<file path="src/rtl/residual_seq_ctrl.sv">
// -----------------------------------------------------------------------------
// residual_seq_ctrl
//
// Sequential residual engine. A start request in IDLE takes one LOAD cycle to
// snapshot both input vectors. It then spends M RUN cycles. Each RUN cycle
// produces one element of residual = x_theta - y, using 32-bit wrap-around.
// A single DONE cycle follows, with a one-cycle done pulse.
//
// Optional feature (macro RESIDUAL_SSE_EN):
//   defined   -> sse accumulates the sum of squared residuals, modulo 2^64.
//   undefined -> sse is tied to 0 and no multiplier is built.
//
// Ports
//   clk       : clock; all state changes on the rising edge
//   rst_n     : asynchronous active-low reset
//   start     : pass request, sampled only in IDLE
//   x_theta   : M x 32-bit signed prediction vector; element i at
//               [32*M-1-32*i -: 32]
//   y         : M x 32-bit signed target vector; same packing as x_theta
//   residual  : registered x_theta - y; same packing as x_theta
//   busy      : high in LOAD and RUN
//   done      : one-cycle pulse in DONE
//   idx       : element index being processed in RUN; reads 0 elsewhere
//   ovf       : sticky per pass; set on any signed subtraction overflow
//   sse       : sum of squared residuals (0 when the feature is disabled)
// -----------------------------------------------------------------------------
module residual_seq_ctrl #(
    parameter int M = 20
) (
    input  logic                          clk,
    input  logic                          rst_n,
    input  logic                          start,
    input  logic [32*M-1:0]               x_theta,
    input  logic [32*M-1:0]               y,
    output logic [32*M-1:0]               residual,
    output logic                          busy,
    output logic                          done,
    output logic [((M > 1) ? $clog2(M) : 1)-1:0] idx,
    output logic                          ovf,
    output logic [63:0]                   sse
);

    // M == 1 would give a zero-width index, so the index is kept at least 1 bit.
    localparam int IW = (M > 1) ? $clog2(M) : 1;

    typedef enum logic [1:0] {
        IDLE = 2'd0,
        LOAD = 2'd1,
        RUN  = 2'd2,
        DONE = 2'd3
    } state_t;

    state_t state_reg, state_next;

    logic signed [31:0] x_elem     [M];
    logic signed [31:0] y_elem     [M];
    logic signed [31:0] x_snap_reg [M];
    logic signed [31:0] y_snap_reg [M];
    logic signed [31:0] res_reg    [M];
    logic [IW-1:0]      idx_reg;
    logic               ovf_reg;

    logic signed [31:0] cur_x;
    logic signed [31:0] cur_y;
    logic signed [31:0] diff;
    logic               elem_ovf;
    logic               last_elem;

    // Unpack the input vectors and pack the result vector. Element 0 sits in
    // the most significant word.
    genvar gi;
    generate
        for (gi = 0; gi < M; gi++) begin : g_elem
            assign x_elem[gi] = x_theta[32*M-1-32*gi -: 32];
            assign y_elem[gi] = y[32*M-1-32*gi -: 32];
            assign residual[32*M-1-32*gi -: 32] = res_reg[gi];
        end
    endgenerate

    assign cur_x     = x_snap_reg[idx_reg];
    assign cur_y     = y_snap_reg[idx_reg];
    assign diff      = cur_x - cur_y;
    // Overflow only occurs when the operand signs differ. In that case a
    // result sign that disagrees with the minuend sign means the result wrapped.
    assign elem_ovf  = (cur_x[31] != cur_y[31]) && (diff[31] != cur_x[31]);
    assign last_elem = (idx_reg == IW'(M - 1));

    // Next-state and state-decoded outputs
    always_comb begin
        state_next = state_reg;
        busy       = 1'b0;
        done       = 1'b0;
        case (state_reg)
            IDLE: begin
                if (start) begin
                    state_next = LOAD;
                end
            end
            LOAD: begin
                busy       = 1'b1;
                state_next = RUN;
            end
            RUN: begin
                busy = 1'b1;
                if (last_elem) begin
                    state_next = DONE;
                end
            end
            DONE: begin
                done       = 1'b1;
                state_next = IDLE;
            end
            default: state_next = IDLE;
        endcase
    end

    always_ff @(posedge clk or negedge rst_n) begin
        if (!rst_n) begin
            state_reg <= IDLE;
        end else begin
            state_reg <= state_next;
        end
    end

    // Datapath registers: snapshot, per-element result, index, sticky overflow
    always_ff @(posedge clk or negedge rst_n) begin
        if (!rst_n) begin
            for (int i = 0; i < M; i++) begin
                x_snap_reg[i] <= '0;
                y_snap_reg[i] <= '0;
                res_reg[i]    <= '0;
            end
            idx_reg <= '0;
            ovf_reg <= 1'b0;
        end else begin
            case (state_reg)
                LOAD: begin
                    for (int i = 0; i < M; i++) begin
                        x_snap_reg[i] <= x_elem[i];
                        y_snap_reg[i] <= y_elem[i];
                        res_reg[i]    <= '0;
                    end
                    idx_reg <= '0;
                    ovf_reg <= 1'b0;
                end
                RUN: begin
                    res_reg[idx_reg] <= diff;
                    ovf_reg          <= ovf_reg | elem_ovf;
                    // Wrap back to 0 on the last element so idx reads 0 in DONE.
                    idx_reg          <= last_elem ? '0 : idx_reg + 1'b1;
                end
                default: ;
            endcase
        end
    end

    assign idx = idx_reg;
    assign ovf = ovf_reg;

`ifdef RESIDUAL_SSE_EN
    logic [63:0]        sse_reg;
    logic signed [63:0] diff_ext;
    logic signed [63:0] diff_sq;

    assign diff_ext = 64'(diff);          // sign-extend the residual
    assign diff_sq  = diff_ext * diff_ext; // low 64 bits; the sum wraps mod 2^64

    always_ff @(posedge clk or negedge rst_n) begin
        if (!rst_n) begin
            sse_reg <= '0;
        end else begin
            case (state_reg)
                LOAD:    sse_reg <= '0;
                RUN:     sse_reg <= sse_reg + 64'(diff_sq);
                default: ;
            endcase
        end
    end

    assign sse = sse_reg;
`else
    assign sse = '0;
`endif

endmodule

</file>
<file path="config.mk">
export PLATFORM = sky130hd
export DESIGN_NAME = residual_seq_ctrl
export DESIGN_NICKNAME = d
export VERILOG_FILES = /design/src/rtl/residual_seq_ctrl.sv
export SDC_FILE = /design/constraint.sdc
export NUM_CORES = 2
export LEC_CHECK = 0
export CAP_MARGIN = 0
export CORE_AREA = 2 2 772 774
export CTS_BUF_LIST = sky130_fd_sc_hd__clkbuf_2
export CTS_CLUSTER_SIZE = 28
export DETAILED_ROUTE_END_ITERATION = 10
export DIE_AREA = 0 0 774 776
export PLACE_DENSITY_LB_ADDON = 0.25
export SKIP_LAST_GASP = 1
export SYNTH_ARGS = -nofsm -noshare
export SYNTH_HDL_FRONTEND = slang
export SYNTH_SLANG_ARGS = --single-unit
</file>
<file path="constraint.sdc">
create_clock -name clk -period 4.3 [get_ports clk]
set_input_delay 0.86 -clock clk [delete_from_list [all_inputs] [get_ports clk]]
set_output_delay 0.86 -clock clk [all_outputs]
set_load 0.02 [all_outputs]
</file>
==> summary.txt <==
Die
  • Die height: 776 microns
  • Die Span X: 774 microns
  • Ports: 1995
  • Initial Util: 14.4%
  • Core area: 592000 sq um
  • Row cnt: 283
  • Die area: 601000 sq um

Placed design
  • Placed Cells: 16100
  • Post-DP HPWL: 404000 microns
  • GPL Wtd Cong: 0.830
  • I/O Buffers: 1930

Power and ir drop
  • Flop pwr share: 19.4%
  • Sw frac: 47.7%
  • PD cells: 953 nW/um^2
  • Power share of the combinational group: 70.6%
  • IR drop worst, VDD: 2.49 mV
  • Int Power: 0.0798 W
  • Leakage: 64.3 nW
  • Tot Pwr: 0.153 W
  • Switching power: 0.0728 W
  • Clock share of power: 10.0%

Finish
  • Share of cells above drive strength 1: 29.2%
  • Multi-input logic area: 36400 sq um
  • Final core utilization: 27.0%
  • Final-layout fill cell count: 62400
  • Highest-count cells in the layout ignoring fill and taps: dlygate4sd3_1, clkdlybuf4s50_1, dfrtp_1
  • Area grow syn2layout: 88.2%
  • Reg area: 48300 sq um
  • NumNets Final: 13400
  • Post-Layout Cell Count: 20600
  • Most common cell after layout, fill and taps aside: dlygate4sd3_1

Worst setup path
  • Crit path kind: reg -> reg
  • Slowest-stage cell, CP: mux4_2
  • R2R cell count: 22
  • CP endpoint kind: flip-flop
  • Reg-to-reg slack, setup: -820 ps
  • Reg-to-reg endpoint: residual[233]
  • CP endpoint: residual[233]
  • CP max FO: 10
  • Critical Path RT: 5990 ps
  • Worst path arrival time: 6800 ps
  • Worst setup startpoint: idx[0]
  • CP startpoint kind: flip-flop
  • Max incr delay on CP: 550 ps
  • R2r startpoint: idx[0]
  • Critical-path cell list: buf_12 -> clkbuf_16 -> buf_16 -> mux4_2 -> mux2i_1 -> buf_4 -> nor2_4 -> a21oi_2 -> buf_4 -> o22a_1 -> ha_1 -> nor2b_1 -> o2111a_1 -> o21a_1 -> buf_4 -> a311oi_4 -> buf_4 -> buf_4 -> xor2_4 -> buf_12 -> buf_12 -> o21ai_0
  • Most used cell, CP: buf_4

STA
  • Total Neg Setup Slack: -314210 ps
  • Fin. max-slew vios: 0
  • Clock Skews: 450 ps
  • RSZ-0062 raised after global routing: yes
  • Final period util: 119%
  • Fmax: 195 MHz
  • Setup WS post-layout: -815 ps
  • Final Hold Fails: 0
  • Relative slew margins: 29.8%
  • Worst-margin pin slew: 1020 ps
  • Setup violators final: 559
  • Final min period: 5120 ps

Synth
  • Post-synth ARST share: 100%
  • Post-synthesis sequential area ratio: 56.7%
  • Largest area contributor in the netlist: dfrtp_1
  • Top-area cell type share of the netlist area: 56.7%
  • Yosys reg bits: 1928
  • Largest cells by area after synthesis: dfrtp_1, mux2_2, mux4_2, nand3_1, o21ai_0
  • Post-synth top flop: dfrtp_1
  • EDFF count, synth: 0
  • Post-Syn Area: 85100 sq um
  • Distinct cells, synth: 71
  • Post-synthesis area per instance: 13.5 sq um
  • Cells after Synth: 6285
  • Synth Warn #: 0

Global routing
  • Met3 usage: 4.81%
  • Total grt overflow: 0
  • GR Util met2: 29.5%
  • Vias in the first global route: 83100
  • Met1 Resource Use GR: 20.1%
  • GRT Total Usage: 17.0%
  • Global-route wire length before repair: 711000 microns
  • Initial antenna violation count: 394
  • Largest net degree at the start of global routing: 150
  • Gr busiest metal: met2

Routing
  • Initial DRC count: 4028
  • TritonRoute pass-1 iters: 5
  • Vias: 79700
  • Drt drc: 0
  • DR WL/cell: 26.4 microns
  • Via-per-instance ratio: 3.88
  • WL final: 543000 microns
  • Post-route ant nets: 0

Run
  • Total of max-cap violations: 0

Clock tree
  • Sinks on the clock net: 1928
  • H-tree depth reported by CTS: 6
  • Worst skew pair latency: 2260 ps
  • Root buffer cell: clkbuf_2
  • CTS clock-pin slew for the worst setup and hold paths: 90 ps
  • TritonCTS buffer count: 595
  • CTS Buffer Depth: 4
  • CTS tree: built

Worst hold path
  • Worst min path class: in -> reg
  • Worst Hold Launch: x_theta[635]
  • Number of cells on the worst hold path: 4

Status
  • Status: finished, violations left
  • Failing checks: negative setup slack
-- cell families (layout without fill, tap and decap cells) --
kind of cell | Yosys count | in the layout | synth area share, %
AO/OA/AOI/OAI | 899 | 899 | 6.08
buffers and inverters | 670 | 6853 | 3.42
flip-flops | 1928 | 1928 | 56.7
multiplexers | 1724 | 1724 | 27.0
XOR/XNOR | 25 | 25 | 0.266
AND/OR/NAND/NOR | 998 | 998 | 5.94
adder cells (fa/ha/maj) | 40 | 40 | 0.597
other | 1 | 264 | 0.00441
-- cell type report --
class / count / share of cell area (%)
multi-input combinational: 3750 / 22.7
tap: 7837 / 6.12
timing repair buffer: 5827 / 37.4
inverter: 20 / 0.0469
clock inverter: 178 / 0.658
clock buffer: 828 / 2.59
sequential: 1928 / 30.1
antenna: 200 / 0.313
-- metal layers --
metal  routed length [microns]  share of wire, %
met1                    217000                40
met2                    267000                49
met3                     35800               6.6
met4                     22400               4.1
met5                      1260              0.23
-- critical path, delay by kind of cell, from the launching register on --
kind	cells	cell delay, ps
flip-flops	1	480
adder cells (fa/ha/maj)	1	230
XOR/XNOR	1	160
AND/OR/NAND/NOR	2	190
AO/OA/AOI/OAI	6	1310
buffers and inverters	10	1570
multiplexers	2	710
-- power groups by stage --
stage	clock (W)	combinational [W]	sequential (W)
floorplan	0	0.0301	0.0277
global placement	0	0.0763	0.0300
detailed placement	0	0.0764	0.0300
CTS	0.0160	0.0942	0.0297
global route	0.0169	0.113	0.0304
finish	0.0152	0.108	0.0297
-- worst min-delay path by stage --
stage                       to  slack [ps]
6_report       x_snap_reg[635]         430
3_3_place_gp     residual[546]         480
5_1_grt        y_snap_reg[134]         150
2_1_floorplan  x_snap_reg[160]         480
4_1_cts         x_snap_reg[52]        0.08
3_5_place_dp     residual[456]         490
-- stage by stage --
step | area [sq um] | hold slack [ps] | worst slack, ps
3_5_place_dp | 119000 | 489 | -1600
3_3_place_gp | 119000 | 480 | -1610
4_1_cts | 157000 | 0.0759 | -815
5_1_grt | 160000 | 149 | -964
6_report | 160000 | 432 | -815
2_1_floorplan | 85400 | 475 | 13.5
-- cells in the mapped netlist (5+ instances only) --
library cell / count
a21o_1: 5
o21a_1: 5
dfrtp_1: 1928
o22a_1: 29
o22ai_1: 27
a21oi_1: 92
or4_1: 30
o21ai_1: 34
clkbuf_1: 437
ha_1: 39
mux4_2: 328
inv_1: 19
clkbuf_2: 6
a311oi_1: 6
o31ai_1: 17
buf_1: 72
o21bai_1: 12
xnor2_1: 11
nor3_1: 30
and2_1: 8
a221oi_1: 10
mux2_2: 1280
mux2i_1: 115
nor2_1: 90
o31a_1: 12
nand2b_1: 5
nand3_1: 698
buf_2: 54
and3_1: 28
o41a_1: 10
nand2_1: 45
nand4_1: 47
o21ai_0: 568
a22o_1: 5
or2_2: 5
buf_4: 77
xor2_1: 13
a31oi_1: 20
o21ai_2: 20
-- repair_timing --
action | CTS | global route
endpoints found under the setup margin | 1005 | 722
buffers inserted | 54 | 98
gates cloned | 17 | 24
endpoints found under the hold margin | 3210 | 0
resized for setup | 208 | 324
pin swaps | 38 | 86
hold buffers | 3085 | 0
Note: power is estimated with default switching activity, not from simulation.
